===== src/rtl/ir_nec_decoder_pkg.sv =====
// Shared NEC definitions: FSM state encodings, protocol time windows in microseconds,
// and a helper that converts a window edge to clock cycles.
package ir_nec_decoder_pkg;

    localparam logic [2:0] StIdle  = 3'd0;
    localparam logic [2:0] StLeadL = 3'd1;
    localparam logic [2:0] StLeadH = 3'd2;
    localparam logic [2:0] StBitL  = 3'd3;
    localparam logic [2:0] StBitH  = 3'd4;
    localparam logic [2:0] StStop  = 3'd5;

    localparam int unsigned LeadMinUs  = 8000;
    localparam int unsigned LeadMaxUs  = 10000;
    localparam int unsigned DataMinUs  = 4000;
    localparam int unsigned DataMaxUs  = 5000;
    localparam int unsigned RptMinUs   = 2000;
    localparam int unsigned RptMaxUs   = 2500;
    localparam int unsigned MarkMinUs  = 400;
    localparam int unsigned MarkMaxUs  = 720;
    localparam int unsigned ZeroMinUs  = 400;
    localparam int unsigned ZeroMaxUs  = 720;
    localparam int unsigned OneMinUs   = 1400;
    localparam int unsigned OneMaxUs   = 1900;
    localparam int unsigned StopMinUs  = 400;
    localparam int unsigned StopMaxUs  = 720;
    localparam int unsigned PhaseMaxUs = 12000;

    // 64-bit product so slow clocks keep sub-microsecond precision and fast ones cannot overflow.
    function automatic int unsigned us_to_cyc(input int unsigned us, input int unsigned clk_hz);
        return 32'((64'(us) * 64'(clk_hz)) / 64'd1_000_000);
    endfunction

endpackage


===== src/rtl/ir_input_filter.sv =====
// Two-flop synchroniser followed by a stable-level filter; emits the filtered level and
// single-cycle rise/fall strobes aligned with the level change.
module ir_input_filter #(
    parameter int unsigned FILT_CYC = 64
) (
    input  logic clk,
    input  logic rst_n,
    input  logic din,
    output logic level,
    output logic rise,
    output logic fall
);

    localparam int unsigned CW = $clog2(FILT_CYC + 1);

    logic [1:0]    sync_q;
    logic [CW-1:0] cnt_q;
    logic          level_q;
    logic          rise_q;
    logic          fall_q;
    logic          flip;

    // The new value must be seen for FILT_CYC consecutive cycles before the level follows.
    assign flip = (sync_q[1] != level_q) && (cnt_q == CW'(FILT_CYC - 1));

    always_ff @(posedge clk or negedge rst_n) begin
        if (!rst_n) begin
            sync_q  <= 2'b11;
            cnt_q   <= '0;
            level_q <= 1'b1;
            rise_q  <= 1'b0;
            fall_q  <= 1'b0;
        end else begin
            sync_q <= {sync_q[0], din};
            rise_q <= flip & sync_q[1];
            fall_q <= flip & ~sync_q[1];
            if (sync_q[1] == level_q || flip) begin
                cnt_q <= '0;
            end else begin
                cnt_q <= cnt_q + 1'b1;
            end
            if (flip) begin
                level_q <= sync_q[1];
            end
        end
    end

    assign level = level_q;
    assign rise  = rise_q;
    assign fall  = fall_q;

endmodule


===== src/rtl/ir_nec_decoder.sv =====
// NEC IR frame decoder: measures filtered mark/space durations, assembles 32-bit frames
// LSB first, validates them and flags repeat codes with single-cycle strobes.
module ir_nec_decoder
    import ir_nec_decoder_pkg::*;
#(
    parameter int unsigned CLK_HZ     = 50_000_000,
    parameter int unsigned FILT_CYC   = 64,
    parameter bit          ADDR_CHECK = 1'b0,
    parameter logic [7:0]  ADDR       = 8'h00,
    parameter bit          REPEAT_EN  = 1'b1
) (
    input  logic       CLK_50M,
    input  logic       RST_N,
    input  logic       IR_DATA,
    output logic [7:0] o_ir_addr,
    output logic [7:0] o_ir_data,
    output logic       o_valid,
    output logic       o_repeat,
    output logic       o_err,
    output logic       o_busy
);

    localparam int unsigned CntW = $clog2(us_to_cyc(PhaseMaxUs, CLK_HZ));

    localparam int unsigned LeadMin = us_to_cyc(LeadMinUs, CLK_HZ);
    localparam int unsigned LeadMax = us_to_cyc(LeadMaxUs, CLK_HZ);
    localparam int unsigned DataMin = us_to_cyc(DataMinUs, CLK_HZ);
    localparam int unsigned DataMax = us_to_cyc(DataMaxUs, CLK_HZ);
    localparam int unsigned RptMin  = us_to_cyc(RptMinUs, CLK_HZ);
    localparam int unsigned RptMax  = us_to_cyc(RptMaxUs, CLK_HZ);
    localparam int unsigned MarkMin = us_to_cyc(MarkMinUs, CLK_HZ);
    localparam int unsigned MarkMax = us_to_cyc(MarkMaxUs, CLK_HZ);
    localparam int unsigned ZeroMin = us_to_cyc(ZeroMinUs, CLK_HZ);
    localparam int unsigned ZeroMax = us_to_cyc(ZeroMaxUs, CLK_HZ);
    localparam int unsigned OneMin  = us_to_cyc(OneMinUs, CLK_HZ);
    localparam int unsigned OneMax  = us_to_cyc(OneMaxUs, CLK_HZ);
    localparam int unsigned StopMin = us_to_cyc(StopMinUs, CLK_HZ);
    localparam int unsigned StopMax = us_to_cyc(StopMaxUs, CLK_HZ);

    logic            level, rise, fall;
    logic [2:0]      state_q, state_d;
    logic [CntW-1:0] cnt_q;
    logic [4:0]      bit_q, bit_d;
    logic [31:0]     sh_q, sh_d;
    logic            rpt_q, rpt_d;
    logic            last_ok_q, last_ok_d;
    logic [7:0]      addr_q, addr_d, data_q, data_d;
    logic            valid_q, valid_d, repeat_q, repeat_d, err_q, err_d;
    logic [31:0]     cnt32;

    ir_input_filter #(
        .FILT_CYC(FILT_CYC)
    ) u_filter (
        .clk  (CLK_50M),
        .rst_n(RST_N),
        .din  (IR_DATA),
        .level(level),
        .rise (rise),
        .fall (fall)
    );

    assign cnt32 = 32'(cnt_q);

    function automatic logic in_win(input logic [31:0] c, input int unsigned lo,
                                    input int unsigned hi);
        return (c >= lo) && (c <= hi);
    endfunction

    always_comb begin
        state_d   = state_q;
        bit_d     = bit_q;
        sh_d      = sh_q;
        rpt_d     = rpt_q;
        last_ok_d = last_ok_q;
        addr_d    = addr_q;
        data_d    = data_q;
        valid_d   = 1'b0;
        repeat_d  = 1'b0;
        err_d     = 1'b0;
        case (state_q)
            StIdle: begin
                if (fall) state_d = StLeadL;
            end
            StLeadL: begin
                if (rise) begin
                    if (in_win(cnt32, LeadMin, LeadMax)) state_d = StLeadH;
                    else err_d = 1'b1;
                end else if (cnt32 > LeadMax) begin
                    err_d = 1'b1;
                end
            end
            StLeadH: begin
                if (fall) begin
                    if (in_win(cnt32, DataMin, DataMax)) begin
                        state_d = StBitL;
                        bit_d   = '0;
                        rpt_d   = 1'b0;
                    end else if (in_win(cnt32, RptMin, RptMax)) begin
                        state_d = REPEAT_EN ? StStop : StIdle;
                        rpt_d   = 1'b1;
                    end else begin
                        err_d = 1'b1;
                    end
                end else if (cnt32 > DataMax) begin
                    err_d = 1'b1;
                end
            end
            StBitL: begin
                if (rise) begin
                    if (in_win(cnt32, MarkMin, MarkMax)) state_d = StBitH;
                    else err_d = 1'b1;
                end else if (cnt32 > MarkMax) begin
                    err_d = 1'b1;
                end
            end
            StBitH: begin
                if (fall) begin
                    if (in_win(cnt32, ZeroMin, ZeroMax) || in_win(cnt32, OneMin, OneMax)) begin
                        sh_d    = {in_win(cnt32, OneMin, OneMax), sh_q[31:1]};
                        bit_d   = bit_q + 5'd1;
                        state_d = (bit_q == 5'd31) ? StStop : StBitL;
                    end else begin
                        err_d = 1'b1;
                    end
                end else if (cnt32 > OneMax) begin
                    err_d = 1'b1;
                end
            end
            StStop: begin
                if (rise) begin
                    state_d = StIdle;
                    if (!in_win(cnt32, StopMin, StopMax)) begin
                        err_d = 1'b1;
                    end else if (rpt_q) begin
                        repeat_d = last_ok_q;
                    end else if ((sh_q[7:0] ^ sh_q[15:8]) != 8'hFF ||
                                 (sh_q[23:16] ^ sh_q[31:24]) != 8'hFF) begin
                        err_d = 1'b1;
                    end else if (ADDR_CHECK && sh_q[7:0] != ADDR) begin
                        last_ok_d = 1'b0;
                    end else begin
                        addr_d    = sh_q[7:0];
                        data_d    = sh_q[23:16];
                        valid_d   = 1'b1;
                        last_ok_d = 1'b1;
                    end
                end else if (cnt32 > StopMax) begin
                    err_d = 1'b1;
                end
            end
            default: state_d = StIdle;
        endcase
        if (err_d) begin
            state_d   = StIdle;
            last_ok_d = 1'b0;
        end
    end

    always_ff @(posedge CLK_50M or negedge RST_N) begin
        if (!RST_N) begin
            state_q   <= StIdle;
            cnt_q     <= '0;
            bit_q     <= '0;
            sh_q      <= '0;
            rpt_q     <= 1'b0;
            last_ok_q <= 1'b0;
            addr_q    <= '0;
            data_q    <= '0;
            valid_q   <= 1'b0;
            repeat_q  <= 1'b0;
            err_q     <= 1'b0;
        end else begin
            state_q   <= state_d;
            // Restart at 1 so the count seen at the next edge equals the phase length.
            if (rise || fall) cnt_q <= CntW'(1);
            else if (cnt_q != '1) cnt_q <= cnt_q + 1'b1;
            bit_q     <= bit_d;
            sh_q      <= sh_d;
            rpt_q     <= rpt_d;
            last_ok_q <= last_ok_d;
            addr_q    <= addr_d;
            data_q    <= data_d;
            valid_q   <= valid_d;
            repeat_q  <= repeat_d;
            err_q     <= err_d;
        end
    end

    assign o_ir_addr = addr_q;
    assign o_ir_data = data_q;
    assign o_valid   = valid_q;
    assign o_repeat  = repeat_q;
    assign o_err     = err_q;
    assign o_busy    = (state_q != StIdle);

endmodule

===== config.mk =====
export PLATFORM = sky130hd
export DESIGN_NAME = ir_nec_decoder
export DESIGN_NICKNAME = d
export VERILOG_FILES = /design/src/rtl/ir_nec_decoder_pkg.sv /design/src/rtl/ir_input_filter.sv /design/src/rtl/ir_nec_decoder.sv
export SDC_FILE = /design/constraint.sdc
export NUM_CORES = 1
export LEC_CHECK = 0
export BUFFER_PORTS_ARGS = -buffer_cell sky130_fd_sc_hd__buf_2
export CAP_MARGIN = 20
export CORE_MARGIN = 2
export CORE_UTILIZATION = 45
export CTS_CLUSTER_SIZE = 8
export DETAILED_ROUTE_END_ITERATION = 8
export GPL_ROUTABILITY_DRIVEN = 0
export PLACE_DENSITY = 0.64
export SLEW_MARGIN = 30
export SYNTH_ARGS = -nofsm -noshare
export SYNTH_HDL_FRONTEND = slang
export SYNTH_SLANG_ARGS = --single-unit

===== constraint.sdc =====
create_clock -name CLK_50M -period 6.2 [get_ports CLK_50M]
set_input_delay 1.55 -clock CLK_50M [delete_from_list [all_inputs] [get_ports CLK_50M]]
set_output_delay 1.55 -clock CLK_50M [all_outputs]
set_load 0.01 [all_outputs]

==> impl_results.md, run 1 <==
- Worst setup margin: 3130 ps
- Root buffer cell: clkbuf_8
- Post-layout utilization of the core: 49.2%
- Die width: about 110 um
- Pleak: 2.58 nW
- Clk buf depth: 2
- Power share of the clock group: approximately 40%
- Total Power: 1.05 mW
- HP Class: reg -> reg
- Slew @ Worst Pin: 741 ps
- Setup TNS: 0 ps
- Largest net degree at the start of global routing: 62
- Net load switching power: 0.275 mW
- Post-synth top cells: dfrtp_1 (90), nand2_1 (77), nor2_1 (43)
- Rel. slew slack: 50.6%
- Dpl cells: 639
- Tot GR Track Use: 19.3%
- Outcome: completed
- Final Skew: 17.3 ps
- Initial antenna violation count: 0
- DP Area: 5040 sq um
- Netlist cell types: 56
- Final nets: a little over 500
- Postcts setup bufs: 0
- Critical path type: reg -> reg
- Pins over their slew limit: 0
- #FFs+latches synth: between 90 and 100
- Sw Ratio: 26.1%
- Post-synth EDFFs: 0
- Sinks on the clock net: 93
- Cell Rows: 38
- Vias in the first global route: 3585
- Max FO, Critical Path: 18
- TritonCTS clock tree: built
- # Max-Cap Violations: 0
- DP Wirelength: 7380 um
- Maximum VDD drop: 0.000115 V
- IO Port Bufs: 22
- Vias per cell: 5.70
- Most frequent cell after synthesis: dfrtp_1
- Logic gate share of total power: 1.5%
- Final Non-Filler Cells: 655
- Final instance area: 5260 sq um
- Setup Slack @ Placement: 3130 ps
- Drt pass-1 iters: 5
- Yosys warns: 0
- Drt wl/cell: 16.1 um
- Worst-path clk slew: between 100 and 150 ps
- Syn_nets: between 500 and 600
- CTS H-tree lvls: 3
- Yosys top cell by area: dfrtp_1
- Post-route clock period utilization: 49.6%
- Drt total wl: between 10000 and 15000 um
- CTS Hold Bufs: 0
- Post-synth top area share: a little under half
- Worst endpoint required time: between 6000 and 7000 ps
- Critical path arrival: around 3400 ps
- Floorplan core area: ~11000 sq um
- Post-CTS sizing: 0
- Setup violators final: 0
- Mapped cell area: 4880 sq um
- Diodes inserted: 0
- FFs w/ async S/R, synth: 100%
- Die area: ~12000 sq um
- Final ANT Viol Nets: 0
- Die height: 108 um
- Top cells by area, synth: dfrtp_1 (46%), mux2_2 (6.5%), nand2_1 (5.9%)
- Sequential power share: 58.0%
- First-pass GRT wire length: ~18000 um
- Post-synthesis area per instance: roughly 9.7 sq um
- Min cycle time layout: about 3000 ps
- Worst hold slack: 362 ps
- Layout cells sized above 1: 15.3%
- Crit end category: flip-flop
- Hold Vio Cnt, Final: 0
- Worst-skew pair later-pin latency: 380 ps
- DRC errors left: 0
- Pint: 0.777 mW
- Max Freq: 0.325 GHz
- PwrDens: 200 nW/um^2
- Area grow syn2layout: 7.79%
- Seq/Total Area, Yosys: 47.7%
- Vias: 3732
- Ports: 23
- Synth Flop Type: dfrtp_1
- RSZ-0062 raised after global routing: no
- Synthesized instance count: 503
- CTS buffer count: 9
- # fillers: between 1000 and 1500
- Critical Path Start Type: flip-flop
- Initial Utilization: between 40% and 50%
- Initial DRC Count: roughly 230
- GRT overflow: 0
cells by family after synthesis:
family / synth area share [%]
and+or+nand+nor: 21.2
DFF: 47.7
AOI/OAI and AO/OA: 10.9
buffers and inverters: 4.18
xor gates and xnor gates: 6.46
muxes: 8.25
adders and majority gates: 1.28
power by group through the flow:
stage | clock network (mW) | registers, mW | logic, mW
detailed placement | 0 | 0.622 | 0.0174
global route | 0.461 | 0.611 | 0.0197
floorplan | 0 | 0.622 | 0.00291
finish | 0.425 | 0.611 | 0.0160
CTS | 0.438 | 0.611 | 0.0173
global placement | 0 | 0.622 | 0.0169
routing by layer:
layer	vias to the layer above	wire [um]	part of all wire (%)	GRT usage (%)
li1	1797	-	-	-
met1	1772	4970	47	27.7
met2	135	4760	45	28.8
met3	28	582	5.5	4.40
met4	0	249	2.4	6.50
met5	-	0	0	0
final timing paths:
kind | start | end | slack, ps | depth (start not counted)
max | cnt_q[12]$_DFFE_PN0P_ | o_ir_addr[4]$_DFFE_PN0P_ | 3130 | 7
min | u_filter.sync_q[0]$_DFF_PN1_ | u_filter.sync_q[1]$_DFF_PN1_ | 360 | 0
max reg2reg | cnt_q[12]$_DFFE_PN0P_ | o_ir_addr[4]$_DFFE_PN0P_ | 3130 | 7
min reg2reg | u_filter.sync_q[0]$_DFF_PN1_ | u_filter.sync_q[1]$_DFF_PN1_ | 360 | 0
max in group asynchronous | RST_N | sh_q[23]$_DFFE_PN0P_ | 3980 | 2
min in group asynchronous | RST_N | cnt_q[10]$_DFFE_PN0P_ | 1100 | 1
flip-flops by register name, summed over array words and instances (netlist names):
register	count
cnt_q	20
sh_q	32
state_q	3
bit_q	5
last_ok_q	1
rpt_q	1
u_filter.sync_q	2
o_repeat	1
u_filter.cnt_q	7
u_filter.level	1
o_err	1
u_filter.fall	1
u_filter.rise	1
o_ir_data	8
o_valid	1
o_ir_addr	8
worst max-delay path: stages (launching register included):
cell      delay, ps
dfrtp_1         540
or3_1           440
a211o_1         340
a211oi_1        390
nand3_1         590
clkinv_1        530
nand2_1         120
nand2_1          70
cell usage in the layout (no fill, tap or decap), types with 8 or more instances in the layout:
| master | netlist | routed |
|---|---|---|
| nor2_1 | 43 | 43 |
| xnor2_1 | 8 | 8 |
| a21oi_1 | 16 | 16 |
| o21ai_0 | 15 | 15 |
| clkbuf_8 | 0 | 9 |
| inv_1 | 14 | 14 |
| a31oi_1 | 8 | 8 |
| and3_1 | 8 | 8 |
| nand2_1 | 77 | 77 |
| buf_2 | 10 | 21 |
| dfrtp_1 | 90 | 90 |
| xor2_1 | 28 | 28 |
| nand4_1 | 20 | 20 |
| mux2_2 | 28 | 28 |
| nor3_1 | 8 | 8 |
| nand3_1 | 20 | 20 |
| or3_1 | 8 | 8 |
layout make-up:
class | instances | area [sq um] | area share (%)
well taps | 140 | 175 | 3.33
multi-input cells | 367 | 2360 | 44.9
flip-flops and latches | 93 | 2330 | 44.3
inverters | 15 | 56.3 | 1.07
repair buffers | 24 | 128 | 2.42
clock inverters | 7 | 88.8 | 1.69
clock buffers | 9 | 124 | 2.35
Note: power is estimated with default switching activity, not from simulation.
==> run 2: changes to the inputs <==
PLACE_DENSITY = 0.67   (was 0.64)
clock period = 2.5 ns   (was 6.2 ns; I/O delays follow)
==> impl_results.md, run 2 (same netlist as run 1, synthesis figures left out) <==
- Maximum VDD drop: 0.000368 V (was 0.000115 V)
- Uppermost layer routed: met4 (unchanged)
- Initial Utilization: 45.6% (unchanged)
- Net load switching power: 0.635 mW (was 0.275 mW)
- Slew @ Worst Pin: 712 ps (was 741 ps)
- Initial DRC Count: 335 (was 232)
- Reg-to-Reg Start: cnt_q[12]$_DFFE_PN0P_ (unchanged)
- Slowest library cell on the worst path: dfrtp_1 (was nand3_1)
- DRC errors left: 0 (unchanged)
- Clk buf depth: 2 (unchanged)
- Crit-path cells: or3_1 > a211o_1 > a211o_1 > a211oi_4 > buf_6 > clkbuf_16 > mux2_4 (was or3_1 > a211o_1 > a211oi_1 > nand3_1 > clkinv_1 > nand2_1 > nand2_1)
- Max FO, Critical Path: 5 (was 18)
- M1 WL: 5450 um (was 4970 um)
- Power share of the clock group: 41.5% (was 40.4%)
- Drt total wl: 11900 um (was 10600 um)
- Most common cell after layout, fill and taps aside: dfrtp_1 (unchanged)
- PwrDens: 451 nW/um^2 (was 200 nW/um^2)
- First-pass GRT wire length: 18400 um (was 17900 um)
- Layout cells sized above 1: 26.7% (was 15.3%)
- GRT overflow: 0 (unchanged)
- Rel. slew slack: 52.2% (was 50.6%)
- Final nets: 565 (was 518)
- IO Port Bufs: 22 (unchanged)
- Dpl cells: 676 (was 639)
- Vias per cell: 5.70 (about the same)
- Crit. Startpoint: cnt_q[12]$_DFFE_PN0P_ (unchanged)
- Sinks on the clock net: 93 (unchanged)
- CTS H-tree lvls: 3 (unchanged)
- Setup violators final: 12 (was 0)
- Total Power: 2.66 mW (was 1.05 mW)
- Min cycle time layout: 2520 ps (was 3070 ps)
- CP delay by family, top: compound AO/OA/AOI/OAI gates (was simple AND/OR/NAND/NOR gates)
- Largest Register: sh_q (unchanged)
- # Max-Cap Violations: 0 (unchanged)
- Root buffer cell: clkbuf_8 (unchanged)
- Drt wl/cell: 17.0 um (was 16.1 um)
- Logic gate share of total power: 1.6% (was 1.5%)
- HP Class: in -> async (was reg -> reg)
- TritonCTS clock tree: built (unchanged)
- Worst endpoint required time: 2760 ps (was 6520 ps)
- Initial antenna violation count: 0 (unchanged)
- Sequential power share: 56.9% (was 58.0%)
- CTS buffer count: 9 (unchanged)
- Setup TNS: -139 ps (was 0 ps)
- Floorplan core area: 10700 sq um (unchanged)
- Pleak: 2.86 nW (was 2.58 nW)
- Post-route clock period utilization: 101% (was 49.6%)
- Vias in the first global route: 3691 (was 3585)
- Failing checks: negative setup slack
- RSZ-0062 raised after global routing: yes (was no)
- Cell Rows: 38 (unchanged)
- Outcome: finished, violations left (was completed)
- Critical Path Start Type: flip-flop (unchanged)
- Critical path type: reg -> reg (unchanged)
- Final Skew: 19.0 ps (was 17.3 ps)
- Crit end category: flip-flop (unchanged)
- Final ANT Viol Nets: 0 (unchanged)
- Largest register FFs: 32 (unchanged)
- Most used cell, CP: a211o_1 (was nand2_1)
- Critical path arrival: 2780 ps (was 3400 ps)
- Die height: 108 um (unchanged)
- Die area: 11700 sq um (unchanged)
- Worst-skew pair later-pin latency: 380 ps (about the same)
- Worst setup margin: -21.8 ps (was 3130 ps)
- Final Non-Filler Cells: 702 (was 655)
- CTS Hold Bufs: 0 (unchanged)
- Ports: 23 (unchanged)
- Sw Ratio: 23.9% (was 26.1%)
- Slowest stage delay, CP: 450 ps (was 590 ps)
- Worst-path clk slew: 100 ps (was 110 ps)
- Pins over their slew limit: 0 (unchanged)
- Commonest cells after routing, fill and taps aside: dfrtp_1 (81), nand2_1 (77), nor2_1 (43), buf_4 (41), mux2_4 (29) (was dfrtp_1 (90), nand2_1 (77), nor2_1 (43), xor2_1 (28), mux2_2 (28))
- Drt pass-1 iters: 7 (was 5)
- Vias: 4004 (was 3732)
- Met3 wire len: 731 um (was 582 um)
- Largest net degree at the start of global routing: 64 (was 62)
- Pint: 2.03 mW (was 0.777 mW)
- Area grow syn2layout: 20.8% (was 7.79%)
- Top flop regs: sh_q (32), cnt_q (20) (unchanged)
- Buf/Inv on CP: 2 (was 1)
- Max Freq: 0.397 GHz (was 0.325 GHz)
- DR WL met2: 5500 um (was 4760 um)
- Diodes inserted: 0 (unchanged)
- Tot GR Track Use: 20.0% (was 19.3%)
- DP Wirelength: 7650 um (was 7380 um)
- Hold Vio Cnt, Final: 0 (unchanged)
- Die width: 108 um (unchanged)
==> run 2: cell types whose count changed in the layout (fill, tap and decap cells not counted), sizes merged <==
cell	delta
clkbuf	+4
inv	-1
bufinv	+1
clkinv	-3
clkinvlp	+2
buf	+44
==> run 2: area by class of cell <==
type | instances | area, sq um
fillers | 922 | 4800
multi-input cells | 367 | 2530
flip-flops and latches | 93 | 2340
repair buffers | 71 | 577
well taps | 140 | 175
clock buffers | 10 | 138
clock inverters | 6 | 75.1
inverters | 15 | 60.1
==> run 2: repair_timing <==
item	CTS	global route
setup buffers	0	5
gates resized for setup	0	55
endpoints found under the setup margin	0	64
==> run 2: final timing paths <==
path | endpoint | slack (ps) | cells past startpoint
setup / recovery | sh_q[30]$_DFFE_PN0P_ | -20 | 7
setup reg to reg | sh_q[30]$_DFFE_PN0P_ | -20 | 7
min in group CLK_50M | u_filter.sync_q[0]$_DFF_PN1_ | 350 | 1
hold reg to reg | u_filter.sync_q[1]$_DFF_PN1_ | 360 | 0
max in group asynchronous | u_filter.sync_q[0]$_DFF_PN1_ | 1590 | 2
hold / removal | cnt_q[12]$_DFFE_PN0P_ | 190 | 1
==> run 2: metal layers <==
layer / vias up / track usage (%)
met5: - / 0
met4: 0 / 7.05
met3: 27 / 4.52
met2: 150 / 29.5
met1: 1937 / 28.9
li1: 1890 / -
==> run 2: worst reg2reg max path: stages, from the launching register on <==
cell       delay, ps
dfrtp_1          450
or3_1            370
a211o_1          310
a211o_1          340
a211oi_4         300
buf_6            180
clkbuf_16        160
mux2_4           300
==> run 2: power groups by stage <==
stage,Sequential (mW),Combinational (mW),Clock [mW]
2_1_floorplan,1.54,0.00721,0
3_3_place_gp,1.54,0.0445,0
3_5_place_dp,1.54,0.0466,0
4_1_cts,1.51,0.0468,1.13
5_1_grt,1.52,0.0523,1.19
6_report,1.51,0.0435,1.10
==> run 2: metrics by stage <==
stage | utilization, % | setup slack, ps | hold WS, ps | instance area, sq um
after CTS | 51.9 | 4.03 | 200 | 5550
after detailed placement | 49.9 | 47.1 | 348 | 5340
after global placement | 49.9 | 59.3 | 349 | 5340
final | 55.1 | -21.8 | 189 | 5900
after global routing | 55.1 | -140 | 207 | 5900
after floorplan | - | 3.63 | 329 | 4880
